[src/rtl/core_pkg.sv]
// Shared core definitions: ALU op codes, forward-select encoding,
// default datapath widths and the ID/EX control bundle.
package core_pkg;

    localparam int DEF_XLEN   = 32;
    localparam int DEF_REG_AW = 5;

    localparam logic [3:0] ALU_ADD = 4'b0000;
    localparam logic [3:0] ALU_SUB = 4'b1000;
    localparam logic [3:0] ALU_AND = 4'b0111;
    localparam logic [3:0] ALU_OR  = 4'b0110;
    localparam logic [3:0] ALU_XOR = 4'b0100;
    localparam logic [3:0] ALU_SLL = 4'b0001;
    localparam logic [3:0] ALU_SRL = 4'b0101;

    typedef enum logic [1:0] {
        FWD_REG,
        FWD_EXM,
        FWD_WB
    } fwd_sel_e;

    typedef struct packed {
        logic [3:0] alu_ctrl;
        logic       alu_src_imm;
        logic       use_pc;
        logic       reg_write;
        logic       mem_read;
        logic       mem_write;
        logic       branch;
    } id_ex_ctrl_t;

endpackage

[src/rtl/id_ex_fwd_unit.sv]
// Operand forwarding for one source register: EX/MEM beats MEM/WB,
// x0 never forwarded.
module id_ex_fwd_unit
    import core_pkg::*;
#(
    parameter int XLEN   = DEF_XLEN,
    parameter int REG_AW = DEF_REG_AW
) (
    input  logic [REG_AW-1:0] rs_addr,
    input  logic [XLEN-1:0]   rs_data,
    input  logic              exm_reg_write,
    input  logic [REG_AW-1:0] exm_rd_addr,
    input  logic [XLEN-1:0]   exm_result,
    input  logic              wb_reg_write,
    input  logic [REG_AW-1:0] wb_rd_addr,
    input  logic [XLEN-1:0]   wb_data,
    output logic [XLEN-1:0]   fwd_data
);

    logic     exm_hit;
    logic     wb_hit;
    fwd_sel_e sel;

    assign exm_hit = exm_reg_write && (exm_rd_addr != '0)
                  && (exm_rd_addr == rs_addr);
    assign wb_hit  = !exm_hit && wb_reg_write
                  && (wb_rd_addr != '0) && (wb_rd_addr == rs_addr);

    always_comb begin
        sel = FWD_REG;
        unique case (1'b1)
            exm_hit: sel = FWD_EXM;
            wb_hit:  sel = FWD_WB;
            default: sel = FWD_REG;
        endcase
    end

    always_comb begin
        fwd_data = rs_data;
        case (sel)
            FWD_EXM: fwd_data = exm_result;
            FWD_WB:  fwd_data = wb_data;
            default: fwd_data = rs_data;
        endcase
    end

endmodule

[src/rtl/id_ex_stage.sv]
// ID/EX pipeline register with EX/MEM and MEM/WB forwarding into the ALU.
// Optional stall/flush counters enabled by ID_EX_PERF_CNT_EN.
module id_ex_stage
    import core_pkg::*;
#(
    parameter int XLEN   = DEF_XLEN,
    parameter int REG_AW = DEF_REG_AW
) (
    input  logic              clk,
    input  logic              rst_n,
    input  logic              in_valid,
    output logic              in_ready,
    input  logic [XLEN-1:0]   in_pc,
    input  logic [XLEN-1:0]   in_rs1_data,
    input  logic [XLEN-1:0]   in_rs2_data,
    input  logic [XLEN-1:0]   in_imm,
    input  logic [REG_AW-1:0] in_rs1_addr,
    input  logic [REG_AW-1:0] in_rs2_addr,
    input  logic [REG_AW-1:0] in_rd_addr,
    input  logic [3:0]        in_alu_ctrl,
    input  logic              in_alu_src_imm,
    input  logic              in_use_pc,
    input  logic              in_reg_write,
    input  logic              in_mem_read,
    input  logic              in_mem_write,
    input  logic              in_branch,
    input  logic              flush_i,
    input  logic              out_ready,
    input  logic              exm_reg_write,
    input  logic [REG_AW-1:0] exm_rd_addr,
    input  logic [XLEN-1:0]   exm_result,
    input  logic              wb_reg_write,
    input  logic [REG_AW-1:0] wb_rd_addr,
    input  logic [XLEN-1:0]   wb_data,
    output logic              out_valid,
    output logic [XLEN-1:0]   operand_a_o,
    output logic [XLEN-1:0]   operand_b_o,
    output logic [3:0]        alu_ctrl_o,
    output logic [XLEN-1:0]   store_data_o,
    output logic [XLEN-1:0]   pc_o,
    output logic [REG_AW-1:0] rd_addr_o,
    output logic              reg_write_o,
    output logic              mem_read_o,
    output logic              mem_write_o,
`ifdef ID_EX_PERF_CNT_EN
    output logic              branch_o,
    output logic [31:0]       stall_cnt_o,
    output logic [31:0]       flush_cnt_o
`else
    output logic              branch_o
`endif
);

    logic              valid_q;
    logic [XLEN-1:0]   pc_q;
    logic [XLEN-1:0]   rs1_q;
    logic [XLEN-1:0]   rs2_q;
    logic [XLEN-1:0]   imm_q;
    logic [REG_AW-1:0] rs1_addr_q;
    logic [REG_AW-1:0] rs2_addr_q;
    logic [REG_AW-1:0] rd_q;
    id_ex_ctrl_t       ctrl_q;
    id_ex_ctrl_t       ctrl_d;
    logic [XLEN-1:0]   fwd_rs1;
    logic [XLEN-1:0]   fwd_rs2;
    logic              load;

    assign in_ready = !valid_q || out_ready || flush_i;
    assign load     = in_valid && in_ready && !flush_i;

    assign ctrl_d = '{
        alu_ctrl:    in_alu_ctrl,
        alu_src_imm: in_alu_src_imm,
        use_pc:      in_use_pc,
        reg_write:   in_reg_write,
        mem_read:    in_mem_read,
        mem_write:   in_mem_write,
        branch:      in_branch
    };

    always_ff @(posedge clk or negedge rst_n) begin
        if (!rst_n) begin
            valid_q    <= 1'b0;
            pc_q       <= '0;
            rs1_q      <= '0;
            rs2_q      <= '0;
            imm_q      <= '0;
            rs1_addr_q <= '0;
            rs2_addr_q <= '0;
            rd_q       <= '0;
            ctrl_q     <= '0;
        end else if (flush_i) begin
            valid_q    <= 1'b0;
        end else if (load) begin
            valid_q    <= 1'b1;
            pc_q       <= in_pc;
            rs1_q      <= in_rs1_data;
            rs2_q      <= in_rs2_data;
            imm_q      <= in_imm;
            rs1_addr_q <= in_rs1_addr;
            rs2_addr_q <= in_rs2_addr;
            rd_q       <= in_rd_addr;
            ctrl_q     <= ctrl_d;
        end else if (valid_q && out_ready) begin
            valid_q    <= 1'b0;
        end else if (valid_q) begin
            // Stalled: absorb producers that retire while we wait.
            rs1_q      <= fwd_rs1;
            rs2_q      <= fwd_rs2;
        end
    end

    id_ex_fwd_unit #(.XLEN(XLEN), .REG_AW(REG_AW)) u_fwd_rs1 (
        .rs_addr       (rs1_addr_q),
        .rs_data       (rs1_q),
        .exm_reg_write (exm_reg_write),
        .exm_rd_addr   (exm_rd_addr),
        .exm_result    (exm_result),
        .wb_reg_write  (wb_reg_write),
        .wb_rd_addr    (wb_rd_addr),
        .wb_data       (wb_data),
        .fwd_data      (fwd_rs1)
    );

    id_ex_fwd_unit #(.XLEN(XLEN), .REG_AW(REG_AW)) u_fwd_rs2 (
        .rs_addr       (rs2_addr_q),
        .rs_data       (rs2_q),
        .exm_reg_write (exm_reg_write),
        .exm_rd_addr   (exm_rd_addr),
        .exm_result    (exm_result),
        .wb_reg_write  (wb_reg_write),
        .wb_rd_addr    (wb_rd_addr),
        .wb_data       (wb_data),
        .fwd_data      (fwd_rs2)
    );

    assign out_valid    = valid_q;
    assign operand_a_o  = ctrl_q.use_pc ? pc_q : fwd_rs1;
    assign operand_b_o  = ctrl_q.alu_src_imm ? imm_q : fwd_rs2;
    assign store_data_o = fwd_rs2;
    assign alu_ctrl_o   = ctrl_q.alu_ctrl;
    assign pc_o         = pc_q;
    assign rd_addr_o    = rd_q;
    assign reg_write_o  = valid_q && ctrl_q.reg_write;
    assign mem_read_o   = valid_q && ctrl_q.mem_read;
    assign mem_write_o  = valid_q && ctrl_q.mem_write;
    assign branch_o     = valid_q && ctrl_q.branch;

`ifdef ID_EX_PERF_CNT_EN
    always_ff @(posedge clk or negedge rst_n) begin
        if (!rst_n) begin
            stall_cnt_o <= '0;
            flush_cnt_o <= '0;
        end else begin
            if (valid_q && !out_ready)
                stall_cnt_o <= stall_cnt_o + 32'd1;
            if (flush_i && (valid_q || in_valid))
                flush_cnt_o <= flush_cnt_o + 32'd1;
        end
    end
`endif

endmodule

[config.mk]
export PLATFORM = sky130hd
export DESIGN_NAME = id_ex_stage
export DESIGN_NICKNAME = d
export VERILOG_FILES = /design/src/rtl/core_pkg.sv /design/src/rtl/id_ex_fwd_unit.sv /design/src/rtl/id_ex_stage.sv
export SDC_FILE = /design/constraint.sdc
export NUM_CORES = 1
export LEC_CHECK = 0
export BUFFER_PORTS_ARGS = -buffer_cell sky130_fd_sc_hd__buf_2
export CAP_MARGIN = 10
export CELL_PAD_IN_SITES_DETAIL_PLACEMENT = 0
export CELL_PAD_IN_SITES_GLOBAL_PLACEMENT = 1
export CORE_ASPECT_RATIO = 1.4
export CORE_MARGIN = 2
export CORE_UTILIZATION = 33
export DETAILED_ROUTE_END_ITERATION = 10
export PLACE_DENSITY_LB_ADDON = 0.1
export REMOVE_ABC_BUFFERS = 1
export SLEW_MARGIN = 30
export SYNTH_ARGS = -nofsm -noshare
export SYNTH_HDL_FRONTEND = slang
export SYNTH_SLANG_ARGS = --single-unit
[constraint.sdc]
create_clock -name clk -period 3.6 [get_ports clk]
set_input_delay 0.54 -clock clk [delete_from_list [all_inputs] [get_ports clk]]
set_output_delay 0.54 -clock clk [all_outputs]
set_load 0.005 [all_outputs]
# Word level (Yosys, flattened, before mapping)
# Cells that the tools add are included.
[word_totals]
register_bits = 154
in_bits = 234
[classes]
n_eq_ne = 9
mux = 15
bitwise_logic = 1
n_reduce_logical = 28
[ops]
columns = ["cell", "count"]
rows = [
  ["two-way mux 32 bit", 8],
  ["one-hot mux 32 bit (2 select lines)", 2],
  ["equality test 5 bit", 4],
  ["logical AND 1 bit", 16],
  ["nonzero test 5 bit", 2],
  ["one-hot mux 2 bit (2 select lines)", 2],
  ["equality test 2 x 1 -> 1 bit, second input constant", 2],
  ["equality test 2 bit, second input constant", 2],
  ["logical NOT 1 bit", 4],
  ["two-way mux 1 bit", 3],
  ["AND reduction 3 bit", 1],
  ["nonzero test 3 bit", 1],
  ["logical OR 1 bit", 2],
  ["!= test 2 bit, second input constant", 1],
  ["AND reduction 2 bit", 1],
  ["nonzero test 2 bit", 1],
  ["inverter 1 bit", 1],
]

# Longest topological paths before layout
[logic_depth]
word_depth = 13
mapped_depth = 10
depth_no_buf = 8

# By module
# A second synthesis with hierarchy kept.
[hier_totals]
cells_unflattened = 814
hier_area_um2 = 8588.2
[modules_own_cells]
columns = ["module", "n_inst", "cells_each", "area_per_inst_um2"]
rows = [
  ["id_ex_stage", 1, 552, 7081.8],
  ["id_ex_fwd_unit", 2, 131, 753.2],
]

# Worst setup path after synthesis
# OpenSTA, ideal clock, no wires.
[synth_path]
path_type = "input port to output port"
from = "in exm_rd_addr[1]"
to = "out operand_b_o[0]"
arrival_time_ns = 3.194
required_time_ns = 3.060
path_slack_ns = -0.134
cell_stages = 10
cell_sequence = "or4_1 o21ai_2 nor4_1 or4_1 ha_1 buf_2 buf_1 buf_1 o21a_1 mux2_2"
[synth_between]
elab_chain_cells = 11
word_cells_on_any_way = 13
classes_between = "eq/ne (3); mux (3); reduce/logical (7)"
[synth_rtl]
columns = ["item", "line", "text"]
rows = [
  ["from (decl)", "id_ex_stage.sv:30", "input logic [REG_AW-1:0] exm_rd_addr,"],
  ["nonzero test 5 bit", "id_ex_fwd_unit.sv:24", "assign exm_hit = exm_reg_write && (exm_rd_addr != '0)"],
  ["logical AND 1 bit", "id_ex_fwd_unit.sv:24", ""],
  ["logical AND 1 bit *", "id_ex_fwd_unit.sv:25", "&& (exm_rd_addr == rs_addr);"],
  ["logical NOT 1 bit", "id_ex_fwd_unit.sv:26", "assign wb_hit = !exm_hit && wb_reg_write"],
  ["logical AND 1 bit", "id_ex_fwd_unit.sv:26", ""],
  ["logical AND 1 bit (2 in a row)", "id_ex_fwd_unit.sv:27", "&& (wb_rd_addr != '0) && (wb_rd_addr == rs_addr);"],
  ["one-hot mux 2 bit (2 select lines) *", "id_ex_fwd_unit.sv:31", "unique case (1'b1)"],
  ["equality test 2 bit / equality test 2 x 1 -> 1 bit (equally long branches)", "id_ex_fwd_unit.sv:40", "case (sel)"],
  ["one-hot mux 32 bit (2 select lines) *", "id_ex_fwd_unit.sv:40", ""],
  ["named net store_data_o[0]", "id_ex_stage.sv:39", "output logic [XLEN-1:0] store_data_o,"],
  ["two-way mux 32 bit *", "id_ex_stage.sv:139", "assign operand_b_o = ctrl_q.alu_src_imm ? imm_q : fwd_rs2;"],
  ["to (decl)", "id_ex_stage.sv:37", "output logic [XLEN-1:0] operand_b_o,"],
]
# Mark *: on every way through the listed nets, which the timed path passes. The rest lies on a longest branch.

# Worst setup path after layout
[layout_path]
from = "in exm_rd_addr[1]"
to = "out operand_b_o[19]"
[layout_between]
elab_chain_cells = 11
word_cells_on_any_way = 13
classes_between = "eq/ne (3); mux (3); reduce/logical (7)"
[layout_rtl]
columns = ["item", "line"]
rows = [
  ["nonzero test 5 bit", "id_ex_fwd_unit.sv:24"],
  ["logical AND 1 bit", "id_ex_fwd_unit.sv:24"],
  ["logical AND 1 bit *", "id_ex_fwd_unit.sv:25"],
  ["logical NOT 1 bit", "id_ex_fwd_unit.sv:26"],
  ["logical AND 1 bit", "id_ex_fwd_unit.sv:26"],
  ["logical AND 1 bit (2 in a row)", "id_ex_fwd_unit.sv:27"],
  ["one-hot mux 2 bit (2 select lines) *", "id_ex_fwd_unit.sv:31"],
  ["equality test 2 bit / equality test 2 x 1 -> 1 bit (equally long branches)", "id_ex_fwd_unit.sv:40"],
  ["one-hot mux 32 bit (2 select lines) *", "id_ex_fwd_unit.sv:40"],
  ["two-way mux 32 bit *", "id_ex_stage.sv:139"],
]
# Every way passes the cells marked *; elsewhere a longest branch is shown, timed or not.

==> flow_metrics.py <==
metrics = {
    "route": {
        "totalWireLength_um": 36200,
        "drtPass1Iterations": 5,
        "drtIter0Drc": 411,
        "drc": 0,
        "num_vias": 8824,
        "postRouteAntennaNets": 0,
        "wl_per_cell_um": 21.6,
        "vias_per_cell": 5.26,
    },
    "sta": {
        "slew_violations": 0,
        "tightest_slew_ns": 0.803,
        "setup_viol": 15,
        "rsz0062_at_grt": "yes",
        "fmax_mhz": 275,
        "fin_crit_ns": 3.63,
        "worst_slack_ns": -0.0324,
        "max-slew-margin-rel_pct": 46.3,
        "period_share_pct": 101,
        "hold_viol": 0,
        "whs_ns": 0.152,
        "finalClockSkew_ns": 0.00678,
    },
    "global_route": {
        "grt.total_usage_pct": 23.2,
        "grt_pass1_wl_um": 53200,
        "grt_pass1_vias": 9086,
        "antenna_found_initial": 3,
        "grt_max_degree": 78,
        "overflow": 0,
    },
    "die": {
        "io_pins": 377,
        "die_area_um2": 29900,
        "die_w_um": 147,
        "core_um2": 28200,
        "die_height_um": 204,
        "initial_core_util_pct": 33.3,
        "num_rows": 73,
    },
    "final_layout": {
        "fin_util_pct": 47.9,
        "multi_input_area_um2": 5480,
        "syn_to_final_growth_pct": 43.8,
        "fill_cells": 2741,
        "register_area_um2": 3860,
        "nNetsFinal": 1526,
        "drive_gt1_share_pct": 55.9,
    },
    "setup_path": {
        "start_kind": "input port",
        "crit_top_cell": "or4_4",
        "critPathSlowestCell": "or4_4",
        "crit_chain": "buf_8 > or4_4 > o21ai_4 > nor4_4 > or4_4 > ha_4 > bufbuf_16 > o21a_4 > mux2_2 > buf_2",
        "crit_path_end_kind": "output port",
        "r2r_slack_ns": 0.81,
        "cp_slowest_stage_delay_ns": 0.53,
        "cp.required_ns": 3.06,
        "critical_path_class": "input port to output port",
        "cp_data_arrival_time_ns": 3.09,
        "path_max_fanout": 17,
    },
    "synthesis": {
        "ys_types": 29,
        "yosysSeqAreaShare_pct": 41.0,
        "synthCells": 872,
        "yosysMostFrequentCell": "dfrtp_1",
        "syn_area_um2": 9410,
        "yosys.area.top_type": "dfrtp_1",
        "synth.ff_latch_count": 154,
        "synthTopCellsByArea": "dfrtp_1 41%, mux2_2 14%, o22a_1 6.0%",
        "ys_warn_count": 0,
        "synth_top_area_share_pct": 41.0,
        "synth_top_flop_cell": "dfrtp_1",
        "syn-mean-instance-area_um2": 10.8,
        "synth-edff-count": 0,
        "synth_commonest_cells": "154 x dfrtp_1, 121 x mux2_2, 65 x nor2b_1",
        "synthArstFlopShare_pct": 100,
    },
    "outcome": {
        "failed_checks": "negative setup slack",
        "status": "finished, violations left",
    },
    "clock_network": {
        "htreeDepth": 4,
        "cts_root_buf": "clkbuf_16",
        "cts_hold_buf": 0,
        "numCtsBuffers": 17,
        "clockBufferDepth": 2,
        "clk_pin_slew_ns": 0.07,
        "clkLatencyLatePin_ns": 0.44,
        "cts_tree": "yes",
        "clkSinkCount": 154,
    },
    "pwr": {
        "worst_ir_drop_vdd_uv": 289,
        "p_per_area_nw_per_um2": 456,
        "p_leak_nw": 5.85,
    },
    "flow_run": {
        "maxCapViolCount": 0,
    },
    "hold_path": {
        "min_path_type": "input port to asynchronous set/reset pin",
    },
    "placed_design": {
        "place.gp.congestion": 0.798,
        "io_buffers": 376,
        "dp_hpwl_um": 24700,
    },
}
==> per-stage QoR <==
| step | area [um2] | power (mW) | setup WS (ns) | TNS [ns] | std cells |
|---|---|---|---|---|---|
| final | 13500 | 6.16 | -0.0324 | -0.226 | 1678 |
| after CTS | 13100 | 6.18 | -0.0216 | -0.0939 | 1662 |
| after global placement | 12400 | 4.17 | -0.182 | -7.14 | 1626 |
| after floorplan | 9020 | 3.22 | -5.15 | -603.30 | 780 |
| after detailed placement | 12400 | 4.19 | -0.219 | -7.85 | 1626 |
| after global routing | 13500 | 6.51 | -0.100 | -3.42 | 1678 |
==> cells by family after synthesis <==
kind of cell    Yosys count  synth area share [%]
compound gates          257                  23.5
buf+inv                  94                  4.12
flops                   154                  41.0
xor+xnor                 20                  1.86
fa+ha+maj                 4                 0.532
simple gates            222                  14.5
mux                     121                  14.5
==> report_power, final <==
part / switching (mW) / internal [mW] / leakage, nW
Combinational: 0.869 / 1.12 / 3.79
Clock: 0.799 / 1.13 / 0.300
Sequential: 0.220 / 2.02 / 1.76
==> cell type report <==
type | instances | area share [%]
timing repair buffer | 489 | 22.8
multi-input combinational | 624 | 40.5
tap | 375 | 3.47
clock buffer | 19 | 3.35
inverter | 2 | 0.0555
clock inverter | 13 | 1.24
sequential | 154 | 28.5
antenna | 2 | 0.0370
==> critical path: cells and delay by family <==
family	cells	cell delay, ns
mux	1	0.26
buf+inv	3	0.53
fa+ha+maj	1	0.29
compound gates	2	0.41
simple gates	3	1.05
==> path summary, 6_finish.rpt <==
kind | from | endpoint | cells past startpoint
min | rst_n | pc_o[1]$_DFFE_PN0P_ | 1
min in group clk | in_pc[24] | pc_o[24]$_DFFE_PN0P_ | 2
min reg2reg | rs1_q[11]$_DFFE_PN0P_ | rs1_q[11]$_DFFE_PN0P_ | 1
max in group asynchronous | rst_n | rs2_q[20]$_DFFE_PN0P_ | 2
max | exm_rd_addr[1] | operand_b_o[19] | 10
max reg2reg | rs2_addr_q[0]$_DFFE_PN0P_ | rs2_q[7]$_DFFE_PN0P_ | 9
==> registers in the layout, indices dropped and copies added (netlist names) <==
name and flops:
alu_ctrl_o 4, ctrl_q 6, imm_q 32, out_valid 1, pc_o 32, rd_addr_o 5
rs1_addr_q 5, rs1_q 32, rs2_addr_q 5, rs2_q 32
==> routing by layer <==
metal,global-route usage [%],share of wire (%)
met1,28.1,41
met2,41.6,52
met3,4.85,4.9
met4,6.87,1.7
met5,0,0.030
==> cells in the final DEF, fill, tap and decap left out, types with 6 or more instances in the layout <==
master	n
a22oi_2	22
nor3b_1	32
o21a_1	31
o22a_1	64
o221a_2	32
nor2b_2	6
a22oi_1	10
nand3b_1	32
a221oi_1	32
xnor2_1	16
nor2b_1	57
buf_12	17
mux2_2	120
nand2b_1	33
a22o_1	32
clkbuf_16	22
buf_2	374
o31ai_1	30
nand2_1	37
dfrtp_1	151
buf_4	88
==> timing repair <==
item | CTS | global route
buffers inserted | 3 | 10
cloned | 1 | 5
pin swaps | 18 | 25
hold endpoints to repair | 0 | 0
resized for setup | 15 | 40
endpoints found under the setup margin | 66 | 71
No activity file was read; power rests on OpenSTA's default activity.
